File: src/rtl/uart_pkg.sv
// uart_pkg: constants and types shared by the UART blocks.
// Oversampling figures are common to the transmitter and receiver.
package uart_pkg;

  localparam int OVERSAMPLE = 16;
  localparam int HALF_COUNT = OVERSAMPLE / 2;
  localparam int TICK_W     = $clog2(OVERSAMPLE);

  typedef enum logic [2:0] {
    ST_IDLE,
    ST_START,
    ST_DATA,
    ST_PARITY,
    ST_STOP
  } uart_tx_state_t;

endpackage

File: src/rtl/uart_tx_fifo.sv
// uart_tx_fifo: byte FIFO in front of the serialiser.
// Flags come from the registered count; pointers wrap naturally.
module uart_tx_fifo #(
  parameter int DEPTH = 4
) (
  input  logic       clk,
  input  logic       reset_n,
  input  logic       push,
  input  logic       pop,
  input  logic [7:0] data_in,
  output logic [7:0] data_out,
  output logic       full,
  output logic       empty
);

  localparam int AW = $clog2(DEPTH);
  localparam int CW = AW + 1;

  logic [7:0]    mem [DEPTH];
  logic [AW-1:0] wr_ptr;
  logic [AW-1:0] rd_ptr;
  logic [CW-1:0] count;
  logic          do_push;
  logic          do_pop;

  assign full     = (count == CW'(DEPTH));
  assign empty    = (count == '0);
  assign do_push  = push && !full;
  assign do_pop   = pop && !empty;
  assign data_out = mem[rd_ptr];

  // Pointer and occupancy bookkeeping.
  always_ff @(posedge clk) begin
    if (!reset_n) begin
      wr_ptr <= '0;
      rd_ptr <= '0;
      count  <= '0;
    end else begin
      if (do_push) wr_ptr <= wr_ptr + AW'(1);
      if (do_pop)  rd_ptr <= rd_ptr + AW'(1);
      unique case ({do_push, do_pop})
        2'b10:   count <= count + CW'(1);
        2'b01:   count <= count - CW'(1);
        default: count <= count;
      endcase
    end
  end

  // Storage needs no reset; the count decides what is valid.
  always_ff @(posedge clk) begin
    if (do_push) mem[wr_ptr] <= data_in;
  end

endmodule

File: src/rtl/uart_tx.sv
// uart_tx: byte FIFO plus 8N1/8E1/8O1/8N2 serialiser.
// Bit timing is taken from the shared 16x clk_enb tick.
module uart_tx
  import uart_pkg::*;
#(
  parameter int DEPTH      = 4,
  parameter int PARITY_EN  = 0,
  parameter int PARITY_ODD = 0,
  parameter int STOP_BITS  = 1
) (
  input  logic       clk,
  input  logic       reset_n,
  input  logic       clk_enb,
  input  logic       wr_en,
  input  logic [7:0] data_in,
  input  logic       ovf_clr,
  output logic       tx,
  output logic       busy,
  output logic       full,
  output logic       empty,
  output logic       overflow
);

  uart_tx_state_t    state_q, state_d;
  logic [TICK_W-1:0] tick_q, tick_d;
  logic [2:0]        idx_q, idx_d;
  logic              stop_q, stop_d;
  logic [7:0]        shift_q, shift_d;
  logic              par_q, par_d;
  logic              tx_q, tx_d;
  logic              ovf_q;
  logic              pop;
  logic [7:0]        head;
  logic              last_tick;
  logic              stop_last;

  assign last_tick = clk_enb &&
                     (tick_q == TICK_W'(OVERSAMPLE - 1));
  assign stop_last = (STOP_BITS == 1) || stop_q;
  assign pop       = (state_q == ST_IDLE) && !empty;

  uart_tx_fifo #(
    .DEPTH(DEPTH)
  ) u_fifo (
    .clk,
    .reset_n,
    .push    (wr_en),
    .pop,
    .data_in,
    .data_out(head),
    .full,
    .empty
  );

  // Next-state: frame sequencing, tick count, shift and parity.
  always_comb begin
    state_d = state_q;
    tick_d  = tick_q;
    idx_d   = idx_q;
    stop_d  = stop_q;
    shift_d = shift_q;
    par_d   = par_q;
    if (state_q != ST_IDLE && clk_enb)
      tick_d = tick_q + TICK_W'(1);
    unique case (state_q)
      ST_IDLE: begin
        tick_d = '0;
        idx_d  = '0;
        stop_d = 1'b0;
        if (pop) begin
          shift_d = head;
          par_d   = 1'b0;
          state_d = ST_START;
        end
      end
      ST_START: begin
        if (last_tick) begin
          tick_d  = '0;
          idx_d   = '0;
          state_d = ST_DATA;
        end
      end
      ST_DATA: begin
        if (last_tick) begin
          tick_d  = '0;
          shift_d = {1'b0, shift_q[7:1]};
          par_d   = par_q ^ shift_q[0];
          if (idx_q == 3'd7) begin
            idx_d   = '0;
            state_d = (PARITY_EN != 0) ? ST_PARITY
                                       : ST_STOP;
          end else begin
            idx_d = idx_q + 3'd1;
          end
        end
      end
      ST_PARITY: begin
        if (last_tick) begin
          tick_d  = '0;
          state_d = ST_STOP;
        end
      end
      ST_STOP: begin
        if (last_tick) begin
          tick_d = '0;
          if (stop_last) state_d = ST_IDLE;
          else           stop_d  = 1'b1;
        end
      end
      default: state_d = ST_IDLE;
    endcase
  end

  // Line level for the upcoming state, registered to avoid glitches.
  always_comb begin
    tx_d = 1'b1;
    unique case (state_d)
      ST_START:  tx_d = 1'b0;
      ST_DATA:   tx_d = shift_d[0];
      ST_PARITY: tx_d = par_d ^ (PARITY_ODD != 0);
      default:   tx_d = 1'b1;
    endcase
  end

  // FSM and datapath registers.
  always_ff @(posedge clk) begin
    if (!reset_n) begin
      state_q <= ST_IDLE;
      tick_q  <= '0;
      idx_q   <= '0;
      stop_q  <= 1'b0;
      shift_q <= '0;
      par_q   <= 1'b0;
      tx_q    <= 1'b1;
    end else begin
      state_q <= state_d;
      tick_q  <= tick_d;
      idx_q   <= idx_d;
      stop_q  <= stop_d;
      shift_q <= shift_d;
      par_q   <= par_d;
      tx_q    <= tx_d;
    end
  end

  // Sticky drop flag; a drop wins over a clear in the same cycle.
  always_ff @(posedge clk) begin
    if (!reset_n)          ovf_q <= 1'b0;
    else if (wr_en && full) ovf_q <= 1'b1;
    else if (ovf_clr)      ovf_q <= 1'b0;
  end

  assign tx       = tx_q;
  assign busy     = (state_q != ST_IDLE);
  assign overflow = ovf_q;

endmodule

File: config.mk
export PLATFORM = sky130hd
export DESIGN_NAME = uart_tx
export DESIGN_NICKNAME = d
export VERILOG_FILES = /design/src/rtl/uart_pkg.sv /design/src/rtl/uart_tx_fifo.sv /design/src/rtl/uart_tx.sv
export SDC_FILE = /design/constraint.sdc
export NUM_CORES = 1
export LEC_CHECK = 0
export ABC_AREA = 1
export CAP_MARGIN = 40
export CORE_UTILIZATION = 36
export DETAILED_ROUTE_END_ITERATION = 16
export HOLD_SLACK_MARGIN = 0.1
export RECOVER_POWER = 50
export SYNTH_ARGS = -nofsm -noshare
export SYNTH_HDL_FRONTEND = slang
export SYNTH_SLANG_ARGS = --single-unit
File: constraint.sdc
create_clock -name clk -period 2.4 [get_ports clk]
set_input_delay 0.48 -clock clk [delete_from_list [all_inputs] [get_ports clk]]
set_output_delay 0.48 -clock clk [all_outputs]
set_load 0.005 [all_outputs]
# Word level (Yosys, flattened, before mapping)
# Memory sizes are Yosys's and may differ from the RTL's. A register that Yosys moved wholly into a read port is not among the register bits.
# Cells that the tools add are included.
word_totals:
  register_bits: 28
  mem_bits_rw: 32
  out_inout_bits: 5
  word_cells: 80
  memories: 1
memory_table:
  columns: ["memory", "depth", "width", "rd", "rd_clocked_by_memory_dff", "write_ports", "line", "source"]
  rows:
  - ["u_fifo.mem", 4, 8, 1, 1, 1, "uart_tx_fifo.sv:19", "logic [7:0] mem [DEPTH];"]
op_classes:
  n_addsub: 6
  eq_ne: 15
  muxes: 28
  bitwise: 1
  reduce_logical: 18
op_table:
  columns: ["op", "count"]
  rows:
  - ["$mux W3", 9]
  - ["$mux W8", 2]
  - ["$pmux W8 S2", 1]
  - ["$pmux W3 S5", 1]
  - ["$eq A3 B2 Y1 const B", 4]
  - ["$eq A3 B3 Y1 const B", 3]
  - ["$pmux W3 S3", 1]
  - ["$mux W4", 2]
  - ["$pmux W4 S2", 1]
  - ["$add A3 B1 Y3 const B", 2]
  - ["$eq A3 B1 Y1 const B", 2]
  - ["$logic_and A1 B1 Y1", 6]
  - ["$logic_not A3 Y1", 2]
  - ["$mux W1", 6]
  - ["$pmux W3 S2", 1]
  - ["$reduce_and A3 Y1", 2]
  - ["$reduce_bool A2 Y1", 3]
  - ["$reduce_bool A3 Y1", 2]
  - ["$add A2 B1 Y2 const B", 2]
  - ["$add A4 B1 Y4 const B", 1]
  - ["$eq A4 B4 Y1 const B", 1]
  - ["$mux W2", 2]
  - ["$ne A2 B2 Y1 const B", 2]
  - ["$reduce_or A4 Y1", 1]
  - ["8 further kinds", 9]

# Depth between registers and ports, before layout
depth:
  depth_word: 7
  mapped_depth: 13
  ltp_nobuf: 12

# Hierarchy
# From an unflattened synthesis, not the netlist that was laid out.
unflattened:
  cells_unflattened: 288
  hier_area_um2: 2777.7
modules_own_cells:
  columns: ["mod", "n_inst", "cells_each", "area_per_inst_um2"]
  rows:
  - ["uart_tx_fifo", 1, 146, 1691.6]
  - ["uart_tx", 1, 142, 1086.0]

# Worst setup path after synthesis
# OpenSTA, ideal clock, no wires.
synth_path:
  path_kind: "flip-flop to flip-flop"
  from: "register state_q[2]"
  to: "register u_fifo.count[2]"
  setup_time_ns: 0.122
  arrival_ns: 1.891
  required_time_ns: 2.278
  path_slack_ns: 0.387
  path_stages_with_launch: 14
  n_path_buf: 1
  synth_period_minus_slack_ns: 2.013
  cell_sequence: "dfxtp_1 -> inv_2 -> nand2_4 -> nor2_4 -> nand2_2 -> inv_4 -> buf_6 -> ha_1 -> inv_1 -> fa_1 -> a21oi_1 -> o21ai_0 -> o21ai_0 -> a21oi_1"
synth_between:
  elab_chain_len: 5
synth_rtl:
  columns: ["item", "line", "source"]
  rows:
  - ["start, declared", "uart_tx.sv:24", "uart_tx_state_t state_q, state_d;"]
  - ["start signal, assigned", "uart_tx.sv:136", "state_q <= state_d;"]
  - ["$logic_not A3 Y1 (*)", "uart_tx.sv:40", "assign pop = (state_q == ST_IDLE) && !empty;"]
  - ["$logic_and A1 B1 Y1 (*)", "uart_tx.sv:40", null]
  - ["$logic_and A1 B1 Y1 (*)", "uart_tx_fifo.sv:29", "assign do_pop = pop && !empty;"]
  - ["net u_fifo.do_pop", "uart_tx_fifo.sv:24", "logic do_pop;"]
  - ["$eq A2 B1 Y1 or $eq A2 B2 Y1 (tied branches)", "uart_tx_fifo.sv:41", "unique case ({do_push, do_pop})"]
  - ["$pmux W3 S2 or $reduce_bool A2 Y1 (tied branches)", null, null]
  - ["end signal, assigned", "uart_tx_fifo.sv:42", "2'b10: count <= count + CW'(1);"]
  - ["end signal, assigned", "uart_tx_fifo.sv:43", "2'b01: count <= count - CW'(1);"]
  - ["end signal, assigned", "uart_tx_fifo.sv:44", "default: count <= count;"]
  - ["end, declared", "uart_tx_fifo.sv:22", "logic [CW-1:0] count;"]
# The timed path passes the listed nets; every way through them passes the cells marked *.
# A chain may end at the register's enable or synchronous reset.

# Final worst setup path
layout_path:
  from: "register state_q[2]"
  to: "register u_fifo.count[2]"
layout_between:
  elab_chain_len: 5
layout_rtl:
  columns: ["item", "line"]
  rows:
  - ["$logic_not A3 Y1 (*)", "uart_tx.sv:40"]
  - ["$logic_and A1 B1 Y1 (*)", "uart_tx.sv:40"]
  - ["$logic_and A1 B1 Y1 (*)", "uart_tx_fifo.sv:29"]
  - ["$eq A2 B1 Y1 or $eq A2 B2 Y1 (tied branches)", "uart_tx_fifo.sv:41"]
  - ["$pmux W3 S2 or $reduce_bool A2 Y1 (tied branches)", null]
# Every way passes the cells marked *; elsewhere a longest branch is shown, timed or not.

==> results_dict.tcl <==
set metrics [dict create \
    min_clock_period_post_route_ns 2.150 \
    core_region_area_mm2 0.007331 \
    grt_antenna_before_repair 0 \
    cts-root-to-sink-buffers 2 \
    antenna_cells 0 \
    timing.max_cap.violations 0 \
    hold_start "shift_q[7]" \
    routed_wire_length_per_instance_um 11.71 \
    ys_types 29 \
    timing.hold.worst_endpoint "shift_q[7]" \
    worst_skew_pair.late_latency_ns 0.33 \
    hpwlAfterDp_um 3508 \
    total_routed_wirelength_um 5128 \
    multi_input_area_um2 987.2 \
    drt_first_pass_iters 4 \
    min_period_over_period_pct 89.57 \
    port_buffers 17 \
    synth-seq-cells 62 \
    fillers 707 \
    grt_setup_unrepaired "false" \
    max_slew_margin_pct 59.17 \
    cellLeakagePower_nw 1.323 \
    cts-hold-fix-buffers 0 \
    setup_tns_ns 0 \
    grt_max_degree 17 \
    synthesis.instances 303 \
    clk_transition_reported_paths_ns 0.07 \
    finish.net_count 356 \
    r2r_start "state_q[2]" \
    skew_ns 0.008743 \
    post-cts-setup-buffers 0 \
    post_placement_cell_area_mm2 0.003073 \
    timing.critical_path.required_ns 2.61 \
    mappedNetlistArea_mm2 0.002750 \
    worstPathCellList "inv_2, nand2_4, nor2_4, nand2_2, inv_4, ha_1, inv_1, fa_1, a21oi_1, o21ai_0, o21ai_0, a21oi_1" \
    postLayoutCoreUtil_pct 44.56 \
    drive_above_1_share_pct 8.555 \
    dieArea_mm2 0.007992 \
    netlist_top_cells_area "sky130_fd_sc_hd__edfxtp_1 (35%), sky130_fd_sc_hd__dfxtp_1 (22%), sky130_fd_sc_hd__nand2_1 (7.6%)" \
    globalRouteMet1Util_pct 20.15 \
    die_y_um 89.40 \
    whs_ns 0.4683 \
    slowest_stage "sky130_fd_sc_hd__fa_1" \
    root_buffer_master "sky130_fd_sc_hd__clkbuf_8" \
    gpl.final_weighted_congestion 0.8456 \
    ff2ff_setup_slack_ns 0.25 \
    worstPathMaxFanout 13 \
    postCtsResizedCells 0 \
    drtIter0Drc 105 \
    layout.cell_area.non_filler_mm2 0.003267 \
    grt_util_met3_pct 3.047 \
    routed_via_density 4.653 \
    setup_viol 0 \
    grt.total_usage_pct 15.21 \
    synth_top_area_share_pct 34.94 \
    sink_count_of_the_clock_tree 62 \
    crit_type "reg -> reg" \
    run_status "finished, final reports clean" \
    timing.hold.worst_path_depth 2 \
    number_of_global_route_vias_before_repair 1966 \
    avgSynthCellArea_um2 9.076 \
    worstReg2RegEnd "u_fifo.count[2]" \
    post_route_ant_nets 0 \
    timing_worst_slew_pin_value_ns 0.6102 \
    hold_path_class "reg -> reg" \
    synth_top_area_cell "sky130_fd_sc_hd__edfxtp_1" \
    worst_r2r_path_depth 12 \
    ir_worst_vdd_mv 0.4875 \
    cts-htree-levels 3 \
    grt_first_pass_wirelength_um 9045 \
    num_vias 2038 \
    tritoncts_clock_tree "done" \
    ratio_of_total_power_to_cell_area_mw_per_mm2 1109 \
    global_route.peak_usage_layer "met2" \
    startpoint_type "flop" \
    synthToLayoutAreaGrowth_pct 18.79 \
    final-hold-violation-count 0 \
    initial_utilization_pct 37.51 \
    remaining_drc_errors 0 \
    fmaxAchievable_mhz 465.2 \
    numCtsBuffers 9 \
    finish.cell_count_without_fillers 438 \
    die_w_um 89.40 \
    synth_seq_area_share_pct 56.78 \
    top_level_i_o_count 18 \
    globalRoute.totalOverflow 0 \
    grt.met2_usage_pct 23.66 \
    yosys_warnings 0 \
    endpoint_kind "flop" \
    worst_ep_arrival_time_ns 2.36 \
    num_rows 31 \
    critical-path-max-stage-delay_ns 0.37 \
    cell_count_post_placement 422 \
    nets_in_the_synthesized_netlist 325 \
    slew_limit_fails 0 \
    sequential_cell_area_mm2 0.001562 \
]
synth_stat cells:
cell type and instances:
sky130_fd_sc_hd__nand2_2 2, sky130_fd_sc_hd__inv_4 1, sky130_fd_sc_hd__buf_2 3, sky130_fd_sc_hd__clkinv_1 1, sky130_fd_sc_hd__nor3b_1 2, sky130_fd_sc_hd__a21o_1 1, sky130_fd_sc_hd__o21bai_1 1, sky130_fd_sc_hd__nor3_1 3
sky130_fd_sc_hd__o22ai_1 7, sky130_fd_sc_hd__xnor2_1 1, sky130_fd_sc_hd__buf_6 1, sky130_fd_sc_hd__nor2_4 5, sky130_fd_sc_hd__nor2_2 1, sky130_fd_sc_hd__edfxtp_1 32, sky130_fd_sc_hd__inv_2 2, sky130_fd_sc_hd__nand3_1 19
sky130_fd_sc_hd__nand4_1 4, sky130_fd_sc_hd__inv_1 38, sky130_fd_sc_hd__dfxtp_1 30, sky130_fd_sc_hd__o221ai_1 1, sky130_fd_sc_hd__ha_1 8, sky130_fd_sc_hd__a21oi_1 13, sky130_fd_sc_hd__clkbuf_2 1, sky130_fd_sc_hd__o21ai_1 2
sky130_fd_sc_hd__fa_1 1, sky130_fd_sc_hd__nor2_1 41, sky130_fd_sc_hd__nand2_4 1, sky130_fd_sc_hd__o21ai_0 25, sky130_fd_sc_hd__nand2_1 56
metrics by stage:
step / total power [mW] / setup WS (ns)
floorplan: 2.338 / 0.3872
global placement: 2.654 / 0.2847
detailed placement: 2.665 / 0.2587
CTS: 3.676 / 0.2670
global route: 3.929 / 0.04732
finish: 3.624 / 0.2504
flip-flops by register name, indices dropped and copies added, names as in the netlist, named ones only:
name and count:
tx 1, state_q 3, par_q 1, u_fifo.mem 32, overflow 1, tick_q 4
idx_q 3, shift_q 8, u_fifo.rd_ptr 2, u_fifo.count 3, u_fifo.wr_ptr 2
power by group:
group	internal (mW)	leakage (nW)	switching (mW)	total, mW
Sequential	1.32	0.539	0.108	1.43
Combinational	0.439	0.674	0.753	1.19
Clock	0.587	0.109	0.414	1.00
Total	2.35	1.32	1.27	3.62
per-layer routing:
layer  vias up  routed length, µm
met5         -                  0
met4         0                 72
met3         6                139
met2        33               2274
met1       930               2641
li1       1069                  -
worst max-delay path: cells and delay by family (launching register included):
kind | cells | cell delay (ns)
fa+ha+maj | 2 | 0.53
buf+inv | 3 | 0.33
simple gates | 3 | 0.36
compound gates | 4 | 0.47
flops | 1 | 0.35
placed cells by master, fill, tap and decap left out:
cell type | synthesis | routed
sky130_fd_sc_hd__o21ai_1 | 2 | 2
sky130_fd_sc_hd__dlygate4sd3_1 | 0 | 9
sky130_fd_sc_hd__dfxtp_1 | 30 | 30
sky130_fd_sc_hd__clkinv_1 | 1 | 1
sky130_fd_sc_hd__nor3_1 | 3 | 3
sky130_fd_sc_hd__nand3_1 | 19 | 19
sky130_fd_sc_hd__o21bai_1 | 1 | 1
sky130_fd_sc_hd__bufinv_16 | 0 | 2
sky130_fd_sc_hd__inv_2 | 2 | 2
sky130_fd_sc_hd__o21ai_0 | 25 | 25
sky130_fd_sc_hd__nor3b_1 | 2 | 2
sky130_fd_sc_hd__a21o_1 | 1 | 1
sky130_fd_sc_hd__clkinv_2 | 0 | 1
sky130_fd_sc_hd__nand2_4 | 1 | 1
sky130_fd_sc_hd__clkbuf_8 | 0 | 9
sky130_fd_sc_hd__nor2_2 | 1 | 1
sky130_fd_sc_hd__nand4_1 | 4 | 4
sky130_fd_sc_hd__xnor2_1 | 1 | 1
sky130_fd_sc_hd__nand2_2 | 2 | 1
sky130_fd_sc_hd__o22ai_1 | 7 | 7
sky130_fd_sc_hd__clkinv_4 | 0 | 3
sky130_fd_sc_hd__a21oi_1 | 13 | 13
sky130_fd_sc_hd__clkdlybuf4s50_1 | 0 | 8
sky130_fd_sc_hd__edfxtp_1 | 32 | 32
sky130_fd_sc_hd__inv_4 | 1 | 1
sky130_fd_sc_hd__buf_4 | 0 | 3
sky130_fd_sc_hd__nand2_1 | 56 | 57
sky130_fd_sc_hd__clkinvlp_4 | 0 | 1
sky130_fd_sc_hd__inv_1 | 38 | 38
sky130_fd_sc_hd__clkbuf_1 | 0 | 5
sky130_fd_sc_hd__ha_1 | 8 | 8
sky130_fd_sc_hd__nor2_1 | 41 | 42
sky130_fd_sc_hd__o221ai_1 | 1 | 1
sky130_fd_sc_hd__nor2_4 | 5 | 4
sky130_fd_sc_hd__fa_1 | 1 | 1
kinds of logic after synthesis:
family	share of synthesized area, %
AO/OA/AOI/OAI	9.736
AND/OR/NAND/NOR	21.84
XOR/XNOR	0.3185
adder cells (fa/ha/maj)	4.368
flip-flops	56.78
buffers and inverters	6.961
worst max path at each step:
stage                           from              end  slack, ns  depth (start not counted)
after floorplan           state_q[2]  u_fifo.count[2]       0.39                         13
after global placement         wr_en  u_fifo.count[2]       0.28                          9
after detailed placement       wr_en  u_fifo.count[2]       0.26                          9
after CTS                 state_q[2]  u_fifo.count[2]       0.27                         12
after global routing      state_q[2]  u_fifo.count[2]       0.05                         12
final                     state_q[2]  u_fifo.count[2]       0.25                         12
layout make-up:
| cell class | instances | area share (%) |
|---|---|---|
| sequential | 62 | 47.80 |
| multi-input combinational | 194 | 30.22 |
| timing repair buffer | 25 | 6.473 |
| inverter | 42 | 4.902 |
| clock buffer | 9 | 3.792 |
| tap | 99 | 3.792 |
| clock inverter | 7 | 3.026 |
(Power assumes the default switching activity.)
